--- src/rtl/dec_lut_lookup_sched.sv ---
// dec_lut_lookup_sched
//   Queues tagged lookup requests and feeds them one at a time to a clocked
//   W -> N decoder. W is held for SETTLE cycles so that a found left over from
//   the previous lookup is never sampled. Then found is awaited for up to
//   TIMEOUT cycles. The captured N (or a miss) is returned with the request tag
//   on a valid/ready response port. Only one lookup is in flight, so responses
//   come back in request order.
//
// Ports
//   clk, rst_n             clock, asynchronous active-low reset
//   req_valid/req_ready    request handshake (req_ready = FIFO not full)
//   req_w, req_tag         codeword to look up and its requester tag
//   dec_w                  registered W driven to the decoder
//   dec_found, dec_n       decoder result
//   rsp_valid/rsp_ready    response handshake
//   rsp_n, rsp_tag, rsp_hit  captured N (0 on miss), tag, 1 = hit / 0 = timeout
//   busy                   lookup in progress or requests queued
module dec_lut_lookup_sched #(
  parameter int unsigned W_BITS   = 20,
  parameter int unsigned N_BITS   = 9,
  parameter int unsigned TAG_BITS = 4,
  parameter int unsigned DEPTH    = 4,
  parameter int unsigned SETTLE   = 2,
  parameter int unsigned TIMEOUT  = 64
) (
  input  logic                clk,
  input  logic                rst_n,
  input  logic                req_valid,
  output logic                req_ready,
  input  logic [W_BITS-1:0]   req_w,
  input  logic [TAG_BITS-1:0] req_tag,
  output logic [W_BITS-1:0]   dec_w,
  input  logic                dec_found,
  input  logic [N_BITS-1:0]   dec_n,
  output logic                rsp_valid,
  input  logic                rsp_ready,
  output logic [N_BITS-1:0]   rsp_n,
  output logic [TAG_BITS-1:0] rsp_tag,
  output logic                rsp_hit,
  output logic                busy
);

  localparam int unsigned PtrW   = $clog2(DEPTH);
  localparam int unsigned CntMax = (SETTLE > TIMEOUT) ? SETTLE : TIMEOUT;
  localparam int unsigned CntW   = $clog2(CntMax + 1);

  localparam logic [CntW-1:0] SettleLast  = CntW'(SETTLE - 1);
  localparam logic [CntW-1:0] TimeoutLast = CntW'(TIMEOUT - 1);
  localparam logic [PtrW:0]   FullCount   = (PtrW + 1)'(DEPTH);

  typedef enum logic [1:0] {StIdle, StLoad, StWait, StResp} state_e;

  // Request FIFO
  logic [W_BITS-1:0]   fifo_w_q   [DEPTH];
  logic [TAG_BITS-1:0] fifo_tag_q [DEPTH];
  logic [PtrW-1:0]     wr_ptr_q, wr_ptr_d;
  logic [PtrW-1:0]     rd_ptr_q, rd_ptr_d;
  logic [PtrW:0]       count_q, count_d;
  logic                fifo_empty;
  logic                push;
  logic                pop;

  // Lookup sequencer
  state_e              state_q, state_d;
  logic [CntW-1:0]     cnt_q, cnt_d;
  logic [W_BITS-1:0]   dec_w_q, dec_w_d;
  logic [TAG_BITS-1:0] tag_q, tag_d;
  logic [N_BITS-1:0]   rsp_n_q, rsp_n_d;
  logic [TAG_BITS-1:0] rsp_tag_q, rsp_tag_d;
  logic                rsp_hit_q, rsp_hit_d;

  assign fifo_empty = (count_q == '0);
  assign req_ready  = (count_q != FullCount);
  assign push       = req_valid && req_ready;

  // Storage needs no reset: entries are only read after being written.
  always_ff @(posedge clk) begin
    if (push) begin
      fifo_w_q[wr_ptr_q]   <= req_w;
      fifo_tag_q[wr_ptr_q] <= req_tag;
    end
  end

  // Power-of-two depth lets the pointers wrap by plain overflow.
  always_comb begin
    wr_ptr_d = wr_ptr_q;
    rd_ptr_d = rd_ptr_q;
    count_d  = count_q;
    if (push) wr_ptr_d = wr_ptr_q + PtrW'(1);
    if (pop)  rd_ptr_d = rd_ptr_q + PtrW'(1);
    case ({push, pop})
      2'b10:   count_d = count_q + (PtrW + 1)'(1);
      2'b01:   count_d = count_q - (PtrW + 1)'(1);
      default: count_d = count_q;
    endcase
  end

  always_comb begin
    state_d   = state_q;
    cnt_d     = cnt_q;
    dec_w_d   = dec_w_q;
    tag_d     = tag_q;
    rsp_n_d   = rsp_n_q;
    rsp_tag_d = rsp_tag_q;
    rsp_hit_d = rsp_hit_q;
    pop       = 1'b0;
    unique case (state_q)
      StIdle: begin
        if (!fifo_empty) begin
          pop     = 1'b1;
          dec_w_d = fifo_w_q[rd_ptr_q];
          tag_d   = fifo_tag_q[rd_ptr_q];
          cnt_d   = '0;
          state_d = StLoad;
        end
      end
      StLoad: begin
        // found is deliberately ignored here; it may still reflect the old W.
        if (cnt_q == SettleLast) begin
          cnt_d   = '0;
          state_d = StWait;
        end else begin
          cnt_d = cnt_q + CntW'(1);
        end
      end
      StWait: begin
        // found takes priority, so a hit on the last timeout cycle is a hit.
        if (dec_found) begin
          rsp_n_d   = dec_n;
          rsp_hit_d = 1'b1;
          rsp_tag_d = tag_q;
          state_d   = StResp;
        end else if (cnt_q == TimeoutLast) begin
          rsp_n_d   = '0;
          rsp_hit_d = 1'b0;
          rsp_tag_d = tag_q;
          state_d   = StResp;
        end else begin
          cnt_d = cnt_q + CntW'(1);
        end
      end
      StResp: begin
        if (rsp_ready) state_d = StIdle;
      end
      default: state_d = StIdle;
    endcase
  end

  always_ff @(posedge clk or negedge rst_n) begin
    if (!rst_n) begin
      wr_ptr_q  <= '0;
      rd_ptr_q  <= '0;
      count_q   <= '0;
      state_q   <= StIdle;
      cnt_q     <= '0;
      dec_w_q   <= '0;
      tag_q     <= '0;
      rsp_n_q   <= '0;
      rsp_tag_q <= '0;
      rsp_hit_q <= 1'b0;
    end else begin
      wr_ptr_q  <= wr_ptr_d;
      rd_ptr_q  <= rd_ptr_d;
      count_q   <= count_d;
      state_q   <= state_d;
      cnt_q     <= cnt_d;
      dec_w_q   <= dec_w_d;
      tag_q     <= tag_d;
      rsp_n_q   <= rsp_n_d;
      rsp_tag_q <= rsp_tag_d;
      rsp_hit_q <= rsp_hit_d;
    end
  end

  assign dec_w     = dec_w_q;
  assign rsp_valid = (state_q == StResp);
  assign rsp_n     = rsp_n_q;
  assign rsp_tag   = rsp_tag_q;
  assign rsp_hit   = rsp_hit_q;
  assign busy      = (state_q != StIdle) || !fifo_empty;

endmodule

--- config.mk ---
export PLATFORM = sky130hd
export DESIGN_NAME = dec_lut_lookup_sched
export DESIGN_NICKNAME = d
export VERILOG_FILES = /design/src/rtl/dec_lut_lookup_sched.sv
export SDC_FILE = /design/constraint.sdc
export NUM_CORES = 1
export LEC_CHECK = 0
export CAP_MARGIN = 20
export CORE_MARGIN = 3
export CORE_UTILIZATION = 45
export DETAILED_ROUTE_END_ITERATION = 7
export GPL_ROUTABILITY_DRIVEN = 0
export PLACE_DENSITY = 0.67
export SYNTH_ARGS = -nofsm -noshare
export SYNTH_HDL_FRONTEND = slang
export SYNTH_SLANG_ARGS = --single-unit
--- constraint.sdc ---
create_clock -name clk -period 3.9 [get_ports clk]
set_input_delay 0.585 -clock clk [delete_from_list [all_inputs] [get_ports clk]]
set_output_delay 0.585 -clock clk [all_outputs]
set_load 0.05 [all_outputs]
[Yosys cells after proc, flatten, opt, wreduce, memory -nomap -nowiden]
Memories as Yosys holds them, arrays and structs flattened. A register that Yosys moved wholly into a read port is not among the register bits.
Index checks and enable logic that the tools add are counted.
Widths: inputs -> output; s select.
Storage, ports and cells
  register bits after elaboration: 30
  bits in latches: 0
  bits in writable memories: 96
  memory bits (read-only): 0
  input bits: 38
  logic and storage cells: 67
  memories kept: 2
Memory list
  fifo_w_q: depth 4, width 20, rd ports 1, clocked after Yosys merged registers in 1, wr ports 1, RTL line 54  | logic [W_BITS-1:0] fifo_w_q [DEPTH];
  fifo_tag_q: depth 4, width 4, rd ports 1, clocked after Yosys merged registers in 1, wr ports 1, RTL line 55  | logic [TAG_BITS-1:0] fifo_tag_q [DEPTH];
Operators by class
  add/subtract/negate cells: 5
  $mul: 0
  div/mod/pow operators: 0
  magnitude comparators: 0
  eq/ne operators: 14
  shift operators: 0
  mux-type cells: 22
  bitwise logic cells: 1
  reductions and logical operators: 15
Operators by type and width (number)
  $mux 7: 4
  $pmux 7 s3: 1
  $mux 9: 2
  $mux 2: 5
  $mux 4: 2
  $ne 2x2->1 const B: 4
  $pmux 2 s4: 1
  $reduce_and 4->1: 2
  $add 7x1->7 const B: 1
  $eq 7x1->1 const B: 1
  $eq 7x6->1 const B: 1
  $eq 2x2->1 const B: 3
  $mux 1: 6
  $ne 3x3->1 const B: 2
  $pmux 3 s2: 1
  $reduce_bool 2->1: 3
  $add 2x1->2 const B: 2
  $eq 2x1->1 const B: 2
  $reduce_and 2->1: 2
  $add 3x1->3 const B: 1
  $logic_not 1->1: 3
  $logic_not 3->1: 1
  $reduce_bool 3->1: 1
  $sub 3x1->3 const B: 1
  5 further kinds: 5

[Logic depth before layout (Yosys ltp)]
Gate-level depths: netlist of the first run.
  word-level depth: 5
  mapped depth: 10
  gate-level depth less buffers: 9

[Worst setup path after synthesis of the first run]
OpenSTA, ideal clock, no wires.
  kind: register to register
  start point: register count_q[0]
  end point: register count_q[2]
  arrival time: 2.391 ns
  slack: 1.384 ns
  stages on the path, launching flop included: 9
  path buffers: 1
  period minus slack after synthesis: 2.516 ns
  path through: dfrtp_1 > o31ai_2 > clkinv_1 > clkbuf_1 > ha_1 > fa_1 > xnor2_1 > nor2_1 > xor2_1
Between the ends
  cells in the longest elaborated chain, start to end: 5
Ends and longest elaborated chain
  start: declaration: RTL line 58  | logic [PtrW:0] count_q, count_d;
  start signal: assignment: RTL line 164  | count_q <= count_d;
  $logic_not 3->1 (*): RTL line 72  | assign fifo_empty = (count_q == '0);
  $mux 1 (*): RTL line 109  | if (!fifo_empty) begin
  $mux 1 (*): RTL line 107  | unique case (state_q)
  via pop: RTL line 61  | logic pop;
  $eq 2x1->1 or $eq 2x2->1 (tied branches): RTL line 91  | case ({push, pop})
  $pmux 3 s2 or $reduce_bool 2->1 (tied branches)
Mark *: on every way through the listed nets, which the timed path passes. The rest lies on a longest branch.
A chain may end at the register's enable or synchronous reset.

[Final worst setup path of the first run]
  start point: register state_q[0]
  end point: output port busy
Between the ends
  cells in the longest elaborated chain, start to end: 2
Ends and longest elaborated chain
  start: declaration: RTL line 64  | state_e state_q, state_d;
  start signal: assignment: RTL line 154  | state_q <= StIdle;
  start signal: assignment: RTL line 165  | state_q <= state_d;
  $reduce_bool 2->1: RTL line 180  | assign busy = (state_q != StIdle) || !fifo_empty;
  $logic_or 1x1->1: RTL line 180
  end: declaration: RTL line 40  | output logic busy
No other way between the ends.

==> Implementation_results.wiki, run 1 <==
{| class="wikitable"
! Metric !! Value
|-
| Busiest grt layer || met2
|-
| Outcome || complete, no violations
|-
| Number of port buffers || 74
|-
| Async set-reset flop share out of synthesis || 0.360
|-
| Cells taking the most area after synthesis || sky130_fd_sc_hd__edfxtp_1, sky130_fd_sc_hd__dfrtp_1, sky130_fd_sc_hd__mux4_2
|-
| Transition at the pin with the smallest max-transition slack || 910 ps
|-
| Final Cycle Share || 0.807
|-
| Final min period || 3150 ps
|-
| Clock tree sinks || 150
|-
| Max Clk Rate || 318 MHz
|-
| X dimension of the die || 120 microns
|-
| Layout Skew || 6.34 ps
|-
| Pin count of the biggest net entering global routing || 31
|-
| Standard-cell row count || 41
|-
| First-iteration detailed-routing DRC count || 159
|-
| CTS root buf || sky130_fd_sc_hd__clkbuf_16
|-
| Wire length of the first global-routing pass || 18,000 microns
|-
| Buffer levels on the longest clock path || 2
|-
| Post-detailed-routing wire length || 11,000 microns
|-
| Final core utilization || 0.582
|-
| CTS tree || built
|-
| Critical Path End Type || output port
|-
| Number of antenna violations at the first check in global routing || 0
|-
| Count of different cell masters after synthesis || 41
|-
| Element type at the critical path start || flip-flop
|-
| Critical path start-end classification || reg2out
|-
| Net count reported at finish || 501
|-
| Number of instances resized during post-cts repair || 0
|-
| Maximum fanout along the worst path || 4
|-
| Die outline area || 14,500 sq um
|-
| Post-layout total power || 3880 uW
|-
| Library cell with the highest instance count after synthesis || sky130_fd_sc_hd__edfxtp_1
|-
| Post-Syn Nets || 412
|-
| Highest ir drop seen on vdd || 418 uV
|-
| RSZ-0062 raised after global routing || no
|-
| Worst endpoint required time || 3310 ps
|-
| Slew margin rel. || 0.393
|-
| Synthesis Warnings || 0
|-
| Endpoints failing setup || 0
|-
| Routed wire length per instance || 17.4 microns
|-
| Cell taking the most area after synthesis || sky130_fd_sc_hd__edfxtp_1
|-
| Level count of the clock H-tree || 4
|-
| Standard cell area after detailed placement || 6860 sq um
|-
| Antenna violation net count after detailed routing || 0
|-
| Sequential area share after synthesis || 0.720
|-
| Max-cap violations || 0
|-
| Met1 capacity usage during global routing || 0.211
|-
| Post-synth top cells || sky130_fd_sc_hd__edfxtp_1, sky130_fd_sc_hd__nand2_1, sky130_fd_sc_hd__dfrtp_1
|-
| Met3 usage in global routing || 0.0463
|-
| Proportion of netlist area held by the largest area contributor || 0.490
|-
| Overall routing resource usage || 0.166
|-
| Synthesized netlist cell count || 360
|-
| Effective utilization at floorplan || 0.463
|-
| Data arrival time of the critical path || 2560 ps
|-
| Path class of the lowest-slack min-delay path || in2async
|-
| Area of the mapped netlist || 5880 sq um
|-
| Dpl cells || 602
|-
| Number of design rule violations left after detail routing || 0
|-
| Final cell count without fillers || 634
|-
| Mean post-synth cell area || 16.3 sq um
|-
| Later-pin clock latency in the skew report || 410 ps
|-
| Number of register bits inferred by synthesis || 150
|-
| Vias after detailed routing || 3,312
|-
| Proportion of layout cells with a drive suffix above 1 || 0.167
|-
| Synth-to-Final Area Change || 25.7%
|-
| Pre-Repair DR Iteration Count || 4
|-
| Die height || 120 microns
|-
| Number of antenna cells inserted || 0
|-
| Drt via density || 5.22
|-
| Via count of the first global-routing pass || 3,442
|-
| Total gr overflow || 0
|-
| Post-synth EDFFs || 96
|-
| Met2 GRT Util || 0.271
|-
| Max Slew Vio Count || 0
|-
| Leak || 0.00283 uW
|-
| Clock buffer count from CTS || 17
|-
| Setup TNS || 0 ps
|-
| Count of boundary I/O pins || 75
|-
| Placed wire-length estimate after detailed placement || 6860 microns
|-
| Pwr/cell area || 524 nW/um^2
|-
| Hold buffer count at cts || 0
|-
| Area of all placed cells without fillers || 7400 sq um
|-
| Core Footprint || 12,700 sq um
|-
| Number of hold violations in the final report || 0
|-
| Post CTS Setup Buffer Count || 0
|-
| Main flop type after synthesis || sky130_fd_sc_hd__edfxtp_1
|-
| Clock transition at path regs || 60 ps
|}
## kinds of logic after synthesis
logic type,count (synthesis),synth area share
AO/OA/AOI/OAI,29,0.0408
multiplexers,31,0.105
XOR/XNOR,6,0.00893
buffers and inverters,23,0.0153
AND/OR/NAND/NOR,107,0.0791
adder cells (fa/ha/maj),14,0.0310
flip-flops,150,0.720
## routing by layer
metal	vias up	wire [microns]
li1	1523	-
met2	80	5600
met1	1697	4800
met5	-	0
met3	12	445
met4	0	182
## layout by cell type, fill, tap and decap left out, drive strengths merged, types with 2 or more instances in the layout
cell / netlist / layout
nor2: 7 / 7
xnor2: 5 / 5
a221o: 3 / 3
o21ai: 5 / 5
a22o: 9 / 9
mux4: 24 / 24
inv: 10 / 13
o311ai: 2 / 2
ha: 13 / 13
and2: 2 / 2
edfxtp: 96 / 96
nand3: 6 / 6
and3: 7 / 7
mux2: 7 / 7
clkinv: 1 / 3
clkinvlp: 0 / 8
nand2: 77 / 77
buf: 4 / 9
dfrtp: 54 / 54
clkdlybuf4s50: 0 / 73
or2: 2 / 2
clkbuf: 8 / 19
o31ai: 2 / 2
## final cells by class
cell class | count | area [sq um]
fill | 1025 | 5320
tap | 172 | 215
clock buffer | 19 | 443
multi-input combinational | 187 | 1570
inverter | 11 | 41.3
clock inverter | 13 | 98.8
timing repair buffer | 82 | 796
sequential | 150 | 4240
## stage by stage
stage	worst slack [ps]	hold WS, ps
floorplan	1380	289
global placement	1230	460
detailed placement	1190	461
CTS	733	238
global route	530	250
finish	754	234
## sequential cells by signal, indices dropped and copies added (netlist names)
register	count
cnt_q	7
count_q	3
dec_w	20
fifo_tag_q	16
fifo_w_q	80
rd_ptr_q	2
rsp_hit	1
rsp_n	9
rsp_tag	4
state_q	2
tag_q	4
wr_ptr_q	2
## worst max-delay path, stage by stage, from the launching register on
cell	delay, ps
sky130_fd_sc_hd__dfrtp_1	410
sky130_fd_sc_hd__inv_1	130
sky130_fd_sc_hd__ha_1	220
sky130_fd_sc_hd__nor4b_1	560
sky130_fd_sc_hd__inv_1	100
sky130_fd_sc_hd__clkdlybuf4s50_1	720
## worst paths after layout
| kind | start | endpoint | cells past startpoint | slack [ps] |
|---|---|---|---|---|
| max | state_q[0]$_DFFE_PN0P_ | busy | 5 | 750 |
| max in group asynchronous | rst_n | rd_ptr_q[0]$_DFFE_PN0P_ | 2 | 2850 |
| max reg2reg | state_q[0]$_DFFE_PN0P_ | count_q[2]$_DFFE_PN0P_ | 11 | 1250 |
| min in group clk | tag_q[0]$_DFFE_PN0P_ | tag_q[0]$_DFFE_PN0P_ | 2 | 470 |
| min | rst_n | tag_q[2]$_DFFE_PN0P_ | 1 | 230 |
| min reg2reg | tag_q[0]$_DFFE_PN0P_ | tag_q[0]$_DFFE_PN0P_ | 2 | 470 |
## where the power goes
part	leakage [uW]	internal [uW]	switching, uW	total, uW
sequential	0.00160	1950	76.0	2020
combinational	0.000995	155	230	385
clock	0.000238	832	637	1470
total	0.00283	2930	943	3880
Note: power is estimated with default switching activity, not from simulation.
==> run 2, diff against run 1 <==
Clock period 3.9 ns to 3.1 ns, I/O delays scaled along.
==> Implementation_results.wiki, run 2 (same netlist as run 1, synthesis figures left out) <==
{| class="wikitable"
! Metric !! Value
|-
| Buffer levels on the longest clock path || 2 (unchanged)
|-
| Clock tree sinks || 150 (unchanged)
|-
| Pwr/cell area || 677 nW/um^2 (+29%)
|-
| Core Footprint || 12,700 sq um (unchanged)
|-
| Family with the most delay on the worst path || buffers and inverters
|-
| Capture point of the worst reg-to-reg path || cnt_q[5]$_DFFE_PN0P_
|-
| Number of hold violations in the final report || 0 (unchanged)
|-
| Die outline area || 14,500 sq um (unchanged)
|-
| Data arrival time of the critical path || 2330 ps (-230 ps)
|-
| Start point of the worst min-delay path || tag_q[0]$_DFFE_PN0P_
|-
| Met2 GRT Util || 0.267 (-0.00457)
|-
| Maximum fanout along the worst path || 4 (unchanged)
|-
| Max-cap violations || 0 (unchanged)
|-
| Setup TNS || 0 ps (unchanged)
|-
| Endpoints failing setup || 0 (unchanged)
|-
| Wire length of the first global-routing pass || 17,800 microns (-1.0%)
|-
| Path class of the lowest-slack min-delay path || reg2reg
|-
| Vias after detailed routing || 3,261 (-1.5%)
|-
| Most used cell along the critical path || sky130_fd_sc_hd__inv_1
|-
| Total gr overflow || 0 (unchanged)
|-
| Critical path start-end classification || reg2out
|-
| Critical Path End Type || output port
|-
| Final core utilization || 0.586 (+0.00443)
|-
| Clock transition at path regs || 60 ps (about the same)
|-
| Standard-cell row count || 41 (unchanged)
|-
| Effective utilization at floorplan || 0.463 (unchanged)
|-
| Level count of the clock H-tree || 4 (unchanged)
|-
| X dimension of the die || 120 microns (unchanged)
|-
| RSZ-0062 raised after global routing || no
|-
| Number of antenna cells inserted || 0 (unchanged)
|-
| Final Cycle Share || 0.901
|-
| R2R Setup Slk || 870 ps (-380 ps)
|-
| Number of antenna violations at the first check in global routing || 0 (unchanged)
|-
| Final min period || 2790 ps
|-
| First-iteration detailed-routing DRC count || 196 (+23%)
|-
| Clock buffer count from CTS || 17 (unchanged)
|-
| Later-pin clock latency in the skew report || 410 ps (about the same)
|-
| Placed wire-length estimate after detailed placement || 7020 microns (+2.3%)
|-
| Outcome || complete, no violations
|-
| Post-detailed-routing wire length || 10,900 microns (-1.1%)
|-
| Routed wire length per instance || 17.2 microns (-1.1%)
|-
| Maximum cell stage delay along the critical path || 710 ps (about the same)
|-
| Max Slew Vio Count || 0 (unchanged)
|-
| Fin worst setup slack || 307 ps (-447 ps)
|-
| Net count reported at finish || 502 (+0.20%)
|-
| Max reg flops || 80 (unchanged)
|-
| Transition at the pin with the smallest max-transition slack || 877 ps (-32.4 ps)
|-
| Worst endpoint required time || 2630 ps (-680 ps)
|-
| Slew margin rel. || 0.415 (+0.0216)
|-
| Most used cells in the layout excluding fill and tap cells || sky130_fd_sc_hd__edfxtp_1, sky130_fd_sc_hd__nand2_1, sky130_fd_sc_hd__clkdlybuf4s50_1
|-
| Post CTS Setup Buffer Count || 0 (unchanged)
|-
| Proportion of layout cells with a drive suffix above 1 || 0.158 (-0.00866)
|-
| Met3 usage in global routing || 0.0435 (-0.00281)
|-
| Number of design rule violations left after detail routing || 0 (unchanged)
|-
| Register with the most flip-flops || fifo_w_q
|-
| Highest ir drop seen on vdd || 422 uV (+0.76%)
|-
| Ordered list of cells on the worst path || inv_1, ha_1, nor4b_2, inv_1, clkdlybuf4s50_1
|-
| Number of cells on the critical path || 5 (unchanged)
|-
| Drt via density || 5.14 (-1.5%)
|-
| Element type at the critical path start || flip-flop
|-
| Count of buffer and inverter cells on the critical path || 3 (unchanged)
|-
| Beginning of the worst register-to-register path || state_q[0]$_DFFE_PN0P_
|-
| Met1 capacity usage during global routing || 0.209 (-0.00183)
|-
| Antenna violation net count after detailed routing || 0 (unchanged)
|-
| Overall routing resource usage || 0.162 (-0.00382)
|-
| Leading cell type in the layout, fill and taps excluded || sky130_fd_sc_hd__edfxtp_1
|-
| Worst reg2reg path depth || 6 (-5)
|-
| CP max-delay cell || sky130_fd_sc_hd__clkdlybuf4s50_1
|-
| Via count of the first global-routing pass || 3,477 (+1.0%)
|-
| Post-placement setup slack || 509 ps (-685 ps)
|-
| Sink of the worst hold path || tag_q[0]$_DFFE_PN0P_
|-
| CTS tree || built
|-
| Number of port buffers || 74 (unchanged)
|-
| Number of stages on the worst hold path || 2
|-
| Count of boundary I/O pins || 75 (unchanged)
|-
| Pin count of the biggest net entering global routing || 39 (+26%)
|-
| Die height || 120 microns (unchanged)
|-
| Leak || 0.00288 uW (+1.6%)
|-
| Layout Skew || 12.8 ps (+6.48 ps)
|-
| CTS root buf || sky130_fd_sc_hd__clkbuf_16
|-
| Pre-Repair DR Iteration Count || 4 (unchanged)
|-
| Busiest grt layer || met2
|-
| Max Clk Rate || 358 MHz
|-
| Synth-to-Final Area Change || 26.7%
|}
[run 2: worst max-delay path by stage]
stage	slack, ps	to	from
6_report	310	busy	state_q[0]$_DFFE_PN0P_
5_1_grt	100	busy	state_q[0]$_DFFE_PN0P_
4_1_cts	40	busy	state_q[0]$_DFFE_PN0P_
3_5_place_dp	510	busy	state_q[0]$_DFFE_PN0P_
3_3_place_gp	500	busy	state_q[0]$_DFFE_PN0P_
2_1_floorplan	580	count_q[2]$_DFFE_PN0P_	count_q[0]$_DFFE_PN0P_
[run 2: metrics by stage]
step                instance area, sq um  instances  hold WS [ps]  power, uW
global placement                    6860        602           434       3060
global route                        7450        634           506       5240
detailed placement                  6860        602           435       3090
floorplan                           5880        360           169       2840
CTS                                 7450        634           475       5110
finish                              7450        634           470       5040
[run 2: cell type report]
class / instances / area, sq um
Clock buffer: 21 / 450
Clock inverter: 10 / 131
Fill cell: 999 / 5270
Inverter: 11 / 41.3
Multi-Input combinational cell: 187 / 1580
Sequential cell: 150 / 4240
Tap cell: 172 / 215
Timing Repair Buffer: 83 / 806
[run 2: layer usage]
layer	up-vias	part of all wire	wire length, microns
li1	1518	-	-
met1	1651	0.44	4820
met2	81	0.50	5480
met3	11	0.045	488
met4	0	0.0098	107
met5	-	0	0
[run 2: power by group]
part	switching, uW	internal (uW)	total [uW]	leakage [uW]
Combinational	288	196	484	0.00100
Clock	736	1270	2010	0.000280
Sequential	100	2450	2550	0.00160
[run 2: what timing repair did]
item / in CTS / in global routing
hold buffers: 1 / 0
endpoints found under the hold margin: 16 / 0
setup endpoints to repair: 0 / 1
gates resized for setup: 0 / 1
[run 2: worst min-delay path, delay by kind of cell (launching register included)]
family	cells	cell delay (ps)
flip-flops	1	340
AND/OR/NAND/NOR	2	100
